File: src/rtl/detector_pkg.sv
// rtl/detector_pkg.sv - shared constants, typedefs and state encoding for the edge-detector frame sequencer
//
// Purpose: single source for the pipeline geometry used by the sequencer and
// its tag delay line.
//   PIXEL_HEIGHT : rows per column (width of per-row flag buses)
//   PIPE_LATENCY : cycles from feeding column k to its result at the pipeline tail
//   WARMUP       : leading columns whose averaging windows are not yet full
//   COL_W        : width of column indices and counts
package detector_pkg;

  localparam int PIXEL_HEIGHT = 5;
  localparam int PIPE_LATENCY = 13;
  localparam int WARMUP       = 7;
  localparam int COL_W        = 8;

  typedef logic [PIXEL_HEIGHT-1:0] row_flags_t;
  typedef logic [COL_W-1:0]        col_idx_t;

  typedef enum logic [1:0] {
    ST_IDLE   = 2'd0,
    ST_FEED   = 2'd1,
    ST_DRAIN  = 2'd2,
    ST_REPORT = 2'd3
  } seq_state_t;

endpackage

File: src/rtl/valid_tag_delay.sv
// rtl/valid_tag_delay.sv - depth-matched shift register of {valid, column} tags shadowing the pipeline
//
// Purpose: delays a {valid, column index} tag by exactly DEPTH cycles so the
// tag emerges at the tail in the same cycle the pipeline presents that
// column's result. Shifts every cycle; a synchronous flush empties it.
// Ports:
//   clock     : system clock
//   reset_n   : asynchronous active-low clear
//   flush     : synchronous clear of every stage (frame cancelled)
//   in_valid  : tag valid entering stage 0
//   in_col    : column index entering stage 0
//   out_valid : tag valid at the tail (stage DEPTH-1)
//   out_col   : column index at the tail
module valid_tag_delay #(
  parameter int DEPTH = 13,
  parameter int W     = 8
) (
  input  logic         clock,
  input  logic         reset_n,
  input  logic         flush,
  input  logic         in_valid,
  input  logic [W-1:0] in_col,
  output logic         out_valid,
  output logic [W-1:0] out_col
);

  logic         valid_q [DEPTH];
  logic [W-1:0] col_q   [DEPTH];

  always_ff @(posedge clock or negedge reset_n) begin
    if (!reset_n) begin
      for (int i = 0; i < DEPTH; i++) begin
        valid_q[i] <= 1'b0;
        col_q[i]   <= '0;
      end
    end else if (flush) begin
      for (int i = 0; i < DEPTH; i++) begin
        valid_q[i] <= 1'b0;
        col_q[i]   <= '0;
      end
    end else begin
      valid_q[0] <= in_valid;
      col_q[0]   <= in_col;
      for (int i = 1; i < DEPTH; i++) begin
        valid_q[i] <= valid_q[i-1];
        col_q[i]   <= col_q[i-1];
      end
    end
  end

  assign out_valid = valid_q[DEPTH-1];
  assign out_col   = col_q[DEPTH-1];

endmodule

File: src/rtl/edge_frame_sequencer.sv
// rtl/edge_frame_sequencer.sv - sequences one frame of columns through the edge pipeline and builds its report
//
// Purpose: on start, feeds column_count columns (one per cycle) into the edge
// detector pipeline, tracks them with a latency-matched tag delay line,
// accumulates per-row detection flags of post-warm-up columns, then offers a
// frame report over a valid/ready handshake.
// Ports:
//   clock            : system clock, all state on posedge
//   reset_n          : asynchronous active-low reset
//   start            : frame request, sampled only in IDLE
//   abort            : cancel the current frame without a report
//   column_count     : columns in the frame, latched when start is accepted
//   busy             : high whenever not IDLE
//   feed_en          : pipeline advance/load strobe
//   feed_col         : index of the column being fed
//   result_in        : per-row detector flags from the pipeline tail
//   report_valid     : frame report available
//   report_ready     : consumer accepts the report
//   report_hit       : any row detected in any counted column
//   report_mask      : OR of result_in over counted columns
//   report_first_col : earliest counted column with a detection, 0 if none
module edge_frame_sequencer
  import detector_pkg::*;
#(
  parameter int PIXEL_HEIGHT = detector_pkg::PIXEL_HEIGHT,
  parameter int PIPE_LATENCY = detector_pkg::PIPE_LATENCY,
  parameter int WARMUP       = detector_pkg::WARMUP,
  parameter int COL_W        = detector_pkg::COL_W
) (
  input  logic                    clock,
  input  logic                    reset_n,
  input  logic                    start,
  input  logic                    abort,
  input  logic [COL_W-1:0]        column_count,
  output logic                    busy,
  output logic                    feed_en,
  output logic [COL_W-1:0]        feed_col,
  input  logic [PIXEL_HEIGHT-1:0] result_in,
  output logic                    report_valid,
  input  logic                    report_ready,
  output logic                    report_hit,
  output logic [PIXEL_HEIGHT-1:0] report_mask,
  output logic [COL_W-1:0]        report_first_col
);

  seq_state_t       state;
  logic [COL_W-1:0] n_q;

  logic             tail_valid;
  logic [COL_W-1:0] tail_col;
  logic             abort_active;
  logic             sample_en;
  logic             last_sample;
  logic             last_feed;

  // Abort only matters while a frame is in progress; in IDLE it is ignored.
  assign abort_active = abort && (state != ST_IDLE);

  // A tail tag is counted only once its column's averaging window is full.
  assign sample_en = tail_valid && (tail_col >= COL_W'(WARMUP));

  // The last column's tag reaching the tail marks the end of the frame.
  // n_q is at least 1 whenever tags are in flight.
  assign last_sample = tail_valid && (tail_col == (n_q - COL_W'(1)));
  assign last_feed   = (feed_col == (n_q - COL_W'(1)));

  // Each fed column launches a tag; it reaches the tail in the same cycle the
  // pipeline presents that column's result.
  valid_tag_delay #(
    .DEPTH (PIPE_LATENCY),
    .W     (COL_W)
  ) u_tags (
    .clock     (clock),
    .reset_n   (reset_n),
    .flush     (abort_active),
    .in_valid  (feed_en),
    .in_col    (feed_col),
    .out_valid (tail_valid),
    .out_col   (tail_col)
  );

  always_ff @(posedge clock or negedge reset_n) begin
    if (!reset_n) begin
      state            <= ST_IDLE;
      n_q              <= '0;
      busy             <= 1'b0;
      feed_en          <= 1'b0;
      feed_col         <= '0;
      report_valid     <= 1'b0;
      report_hit       <= 1'b0;
      report_mask      <= '0;
      report_first_col <= '0;
    end else if (abort_active) begin
      state            <= ST_IDLE;
      n_q              <= '0;
      busy             <= 1'b0;
      feed_en          <= 1'b0;
      feed_col         <= '0;
      report_valid     <= 1'b0;
      report_hit       <= 1'b0;
      report_mask      <= '0;
      report_first_col <= '0;
    end else begin
      // The report registers double as the accumulators; they only move while
      // counted tags are arriving, so they are frozen throughout REPORT.
      if (sample_en) begin
        report_mask <= report_mask | result_in;
        if ((result_in != '0) && !report_hit) begin
          report_hit       <= 1'b1;
          report_first_col <= tail_col;
        end
      end

      case (state)
        ST_IDLE: begin
          if (start) begin
            n_q              <= column_count;
            busy             <= 1'b1;
            report_hit       <= 1'b0;
            report_mask      <= '0;
            report_first_col <= '0;
            if (column_count == '0) begin
              state        <= ST_REPORT;
              report_valid <= 1'b1;
            end else begin
              state    <= ST_FEED;
              feed_en  <= 1'b1;
              feed_col <= '0;
            end
          end
        end

        ST_FEED: begin
          if (last_feed) begin
            state    <= ST_DRAIN;
            feed_en  <= 1'b0;
            feed_col <= '0;
          end else begin
            feed_col <= feed_col + COL_W'(1);
          end
        end

        ST_DRAIN: begin
          // The final sample is folded in on this same edge, so the report
          // is complete when report_valid rises.
          if (last_sample) begin
            state        <= ST_REPORT;
            report_valid <= 1'b1;
          end
        end

        ST_REPORT: begin
          if (report_ready) begin
            state        <= ST_IDLE;
            busy         <= 1'b0;
            report_valid <= 1'b0;
          end
        end

        default: begin
          state        <= ST_IDLE;
          busy         <= 1'b0;
          feed_en      <= 1'b0;
          report_valid <= 1'b0;
        end
      endcase
    end
  end

endmodule

File: config.mk
export PLATFORM = sky130hd
export DESIGN_NAME = edge_frame_sequencer
export DESIGN_NICKNAME = d
export VERILOG_FILES = /design/src/rtl/detector_pkg.sv /design/src/rtl/valid_tag_delay.sv /design/src/rtl/edge_frame_sequencer.sv
export SDC_FILE = /design/constraint.sdc
export NUM_CORES = 1
export LEC_CHECK = 0
export CAP_MARGIN = 20
export CORE_MARGIN = 5
export CORE_UTILIZATION = 29
export CTS_BUF_LIST = sky130_fd_sc_hd__clkbuf_8
export DETAILED_ROUTE_END_ITERATION = 8
export GPL_TIMING_DRIVEN = 0
export PLACE_DENSITY = 0.52
export SYNTH_ARGS = -nofsm -noshare
export SYNTH_HDL_FRONTEND = slang
export SYNTH_SLANG_ARGS = --single-unit
File: constraint.sdc
create_clock -name clock -period 6.85 [get_ports clock]
set_clock_uncertainty 0.05 [all_clocks]
set_input_delay 0.685 -clock clock [delete_from_list [all_inputs] [get_ports clock]]
set_output_delay 0.685 -clock clock [all_outputs]
set_load 0.005 [all_outputs]
==> results.cfg <==
[status]
outcome = complete, no violations

[timing]
slew_viol_final = 0
post-route-period-util = 0.399
max_freq_mhz = 366
slew_headroom = 0.451
tightest_slew_ns = 0.823
setup_viol = 0
hold_violations = 0
setup_tns_ns = 0
period_minus_slack_ns = 2.73
rsz0062_at_grt = no

[die]
start_util = 0.294
core_mm2 = 0.0202
die-area_mm2 = 0.0235
rows = 52
die_x_um = 153
io_pins = 43
die_y_um = 153

[pwr]
clockPowerShare = 0.261
p_seq_frac = 0.460
comb_power_share = 0.279
vdd_ir_drop_max_mv = 0.140
power.internal_mw = 1.49
swShare = 0.333
powerDensity_mw_per_mm2 = 315
p_leak_nw = 3.34
switching_power_uw = 742

[yosys]
avgSynthCellArea_um2 = 12.4
netlist_instances = 481
syn-num-nets = 505
synthSimpleGateAreaFrac = 0.204
synth_area_mm2 = 0.00594
synth-seq-cells = 152
yosys_warnings = 0
synth-edff-count = 0
synth_fa_ha_area_frac = 0.0126
async_flop_share = 1.00
synth_mux_area_frac = 0.0251
ys.flop_type = dfrtp_1
yosysSeqAreaShare = 0.640
synth_top_family_by_area = simple AND/OR/NAND/NOR gates
ys_types = 51
synth_compound_area_frac = 0.0676
synth_xor_area_frac = 0.0297

[setup_path]
cp_max_fo = 10
regToRegEndpoint = state[1]
arrival_ns = 3.01
start_kind = register
critical_path.endpoint_type = register
path_class = reg2reg
endpoint = state[1]
startpoint = n_q[0]
r2r_slack_ns = 4.12
r2r-start = n_q[0]
cp.required_ns = 7.13
r2r_cells = 9

[clock_tree]
cts_tree = yes
cts_resized = 0
cts_sinks = 152
cts_buffers = 17
insertion_delay_ns = 0.44
cts_max_level = 4
hold_buffers = 0
cts.clk_slew.worst_paths_ns = 0.08
root_buffer = clkbuf_8
clock_path_buffers = 2
post-cts-setup-buffers = 0

[cells_and_area]
finalNonFillerCells = 826
multi_input_area_mm2 = 0.00201
diodes = 0
postLayoutCoreUtil = 0.349
nNetsFinal = 567
n_fill_cell = 2001
seq_area_mm2 = 0.00380
syn_to_final_growth_pct = 18.9
layout-drive-gt1-share = 0.0899

[global_route]
grt_overflow = 0
grt_pass1_wl_um = 19100
antenna_found_initial = 0
grt_start_max_net_pins = 89
grt_pass1_vias = 3757
grt_usage = 0.102

[flow_run]
max_cap_violations = 0

[route]
drtIter0Drc = 150
detail_route.wl_per_cell_um = 13.7
ant_nets = 0
vias = 3615
routed_wl_um = 11300
firstDrtPassIters = 4
routed_via_density = 4.38
drcViolationCount = 0

[worst_hold_path]
min_path_type = in2async

[placed_design]
numPortBuffers = 42
finalWeightedCongestion = 0.773
place_hpwl_um = 7990
numPlacedInstances = 794
==> placed cells by master (no fill, tap or decap), types with 4 or more instances in the layout <==
| master | netlist | routed |
|---|---|---|
| dfrtp_1 | 152 | 152 |
| nor2b_1 | 122 | 122 |
| clkdlybuf4s50_1 | 0 | 41 |
| nor2_1 | 23 | 23 |
| clkbuf_1 | 18 | 18 |
| clkbuf_8 | 0 | 18 |
| nand2_1 | 17 | 17 |
| o21ai_0 | 16 | 16 |
| a21oi_1 | 15 | 15 |
| inv_1 | 9 | 12 |
| a22o_1 | 12 | 12 |
| mux2i_1 | 10 | 10 |
| xnor2_1 | 8 | 8 |
| xor2_1 | 7 | 7 |
| ha_1 | 6 | 6 |
| nand2b_1 | 5 | 5 |
| nor3_1 | 5 | 5 |
| and3_1 | 4 | 4 |
| nor4_1 | 4 | 4 |
| clkinvlp_4 | 0 | 4 |
| clkinv_2 | 0 | 4 |
==> cell type report <==
type	count	area share
tap	270	0.0478
clock inverter	14	0.0124
buffer	22	0.0133
inverter	9	0.00478
multi-input combinational	298	0.285
timing repair buffer	43	0.0636
clock buffer	18	0.0351
sequential	152	0.538
==> how the worst min path moves through the flow <==
stage	to	slack, ns	depth (start not counted)
global placement	u_tags.col_q[66]	0.39	1
global route	u_tags.valid_q[3]	0.32	1
CTS	u_tags.valid_q[12]	0.29	1
detailed placement	u_tags.col_q[50]	0.40	1
floorplan	busy	0.34	0
finish	report_hit	0.28	1
==> synth_stat cells (2+ instances only) <==
library cell    n  share of area
mux2i_1        10          0.017
a211o_1         2         0.0029
a22o_1         12          0.018
nand2b_1        5         0.0053
and3_1          4         0.0042
nand4b_1        2         0.0029
nor2_1         23          0.015
xnor2_1         8          0.012
nand3_1         2         0.0017
xor2_1          7          0.010
xnor3_1         2         0.0076
mux2_2          3         0.0057
buf_2           3         0.0025
nor2b_1       122           0.13
nor4_1          4         0.0042
or4_1           2         0.0025
and2_1          2         0.0021
dfrtp_1       152           0.64
ha_1            6          0.013
o21ai_0        16          0.013
inv_1           9         0.0057
nor3_1          5         0.0042
a21oi_1        15          0.013
clkbuf_1       18          0.011
nand3b_1        2         0.0025
nor3b_1         2         0.0025
nand2_1        17          0.011
a31oi_1         3         0.0032
==> critical path, stage by stage (launching register included) <==
cell and delay [ns]:
dfrtp_1 0.46, inv_1 0.10, ha_1 0.29, inv_1 0.10, nor4b_2 0.43, xnor3_1 0.20
o211ai_1 0.13, a31oi_4 0.40, o21ai_2 0.14, mux2_4 0.31
==> metal layers <==
layer | GRT usage | wire length, um
met5 | 0 | 0
met4 | 0.0445 | 235
met2 | 0.155 | 5340
met1 | 0.131 | 5320
met3 | 0.0353 | 437
==> registers in the layout (all words and copies together), names as in the netlist <==
signal	flops
report_first_col	8
feed_en	1
report_hit	1
u_tags.out_valid	1
u_tags.out_col	8
u_tags.col_q	96
feed_col	8
n_q	8
report_valid	1
u_tags.valid_q	12
report_mask	5
state	2
busy	1
==> metrics by stage <==
stage | hold WS (ns) | instance area (um2) | power, mW | setup WS [ns]
finish | 0.282 | 7070 | 2.23 | 4.12
global route | 0.320 | 7070 | 2.38 | 3.94
CTS | 0.287 | 7070 | 2.27 | 4.12
detailed placement | 0.396 | 6730 | 1.68 | 3.81
global placement | 0.390 | 6700 | 1.66 | -0.892
floorplan | 0.339 | 5940 | 1.48 | 4.49
==> power by group through the flow <==
stage | Sequential [mW] | Combinational (mW) | Clock [mW]
floorplan | 1.03 | 0.450 | 0
global placement | 1.04 | 0.612 | 0
detailed placement | 1.05 | 0.630 | 0
CTS | 1.03 | 0.633 | 0.605
global route | 1.04 | 0.698 | 0.646
finish | 1.03 | 0.622 | 0.581
==> kinds of logic after synthesis <==
group	Yosys count
adder cells (fa/ha/maj)	6
AO/OA/AOI/OAI	59
multiplexers	14
buffers and inverters	31
XOR/XNOR	17
AND/OR/NAND/NOR	202
flip-flops	152
No activity file was read; power rests on OpenSTA's default activity.
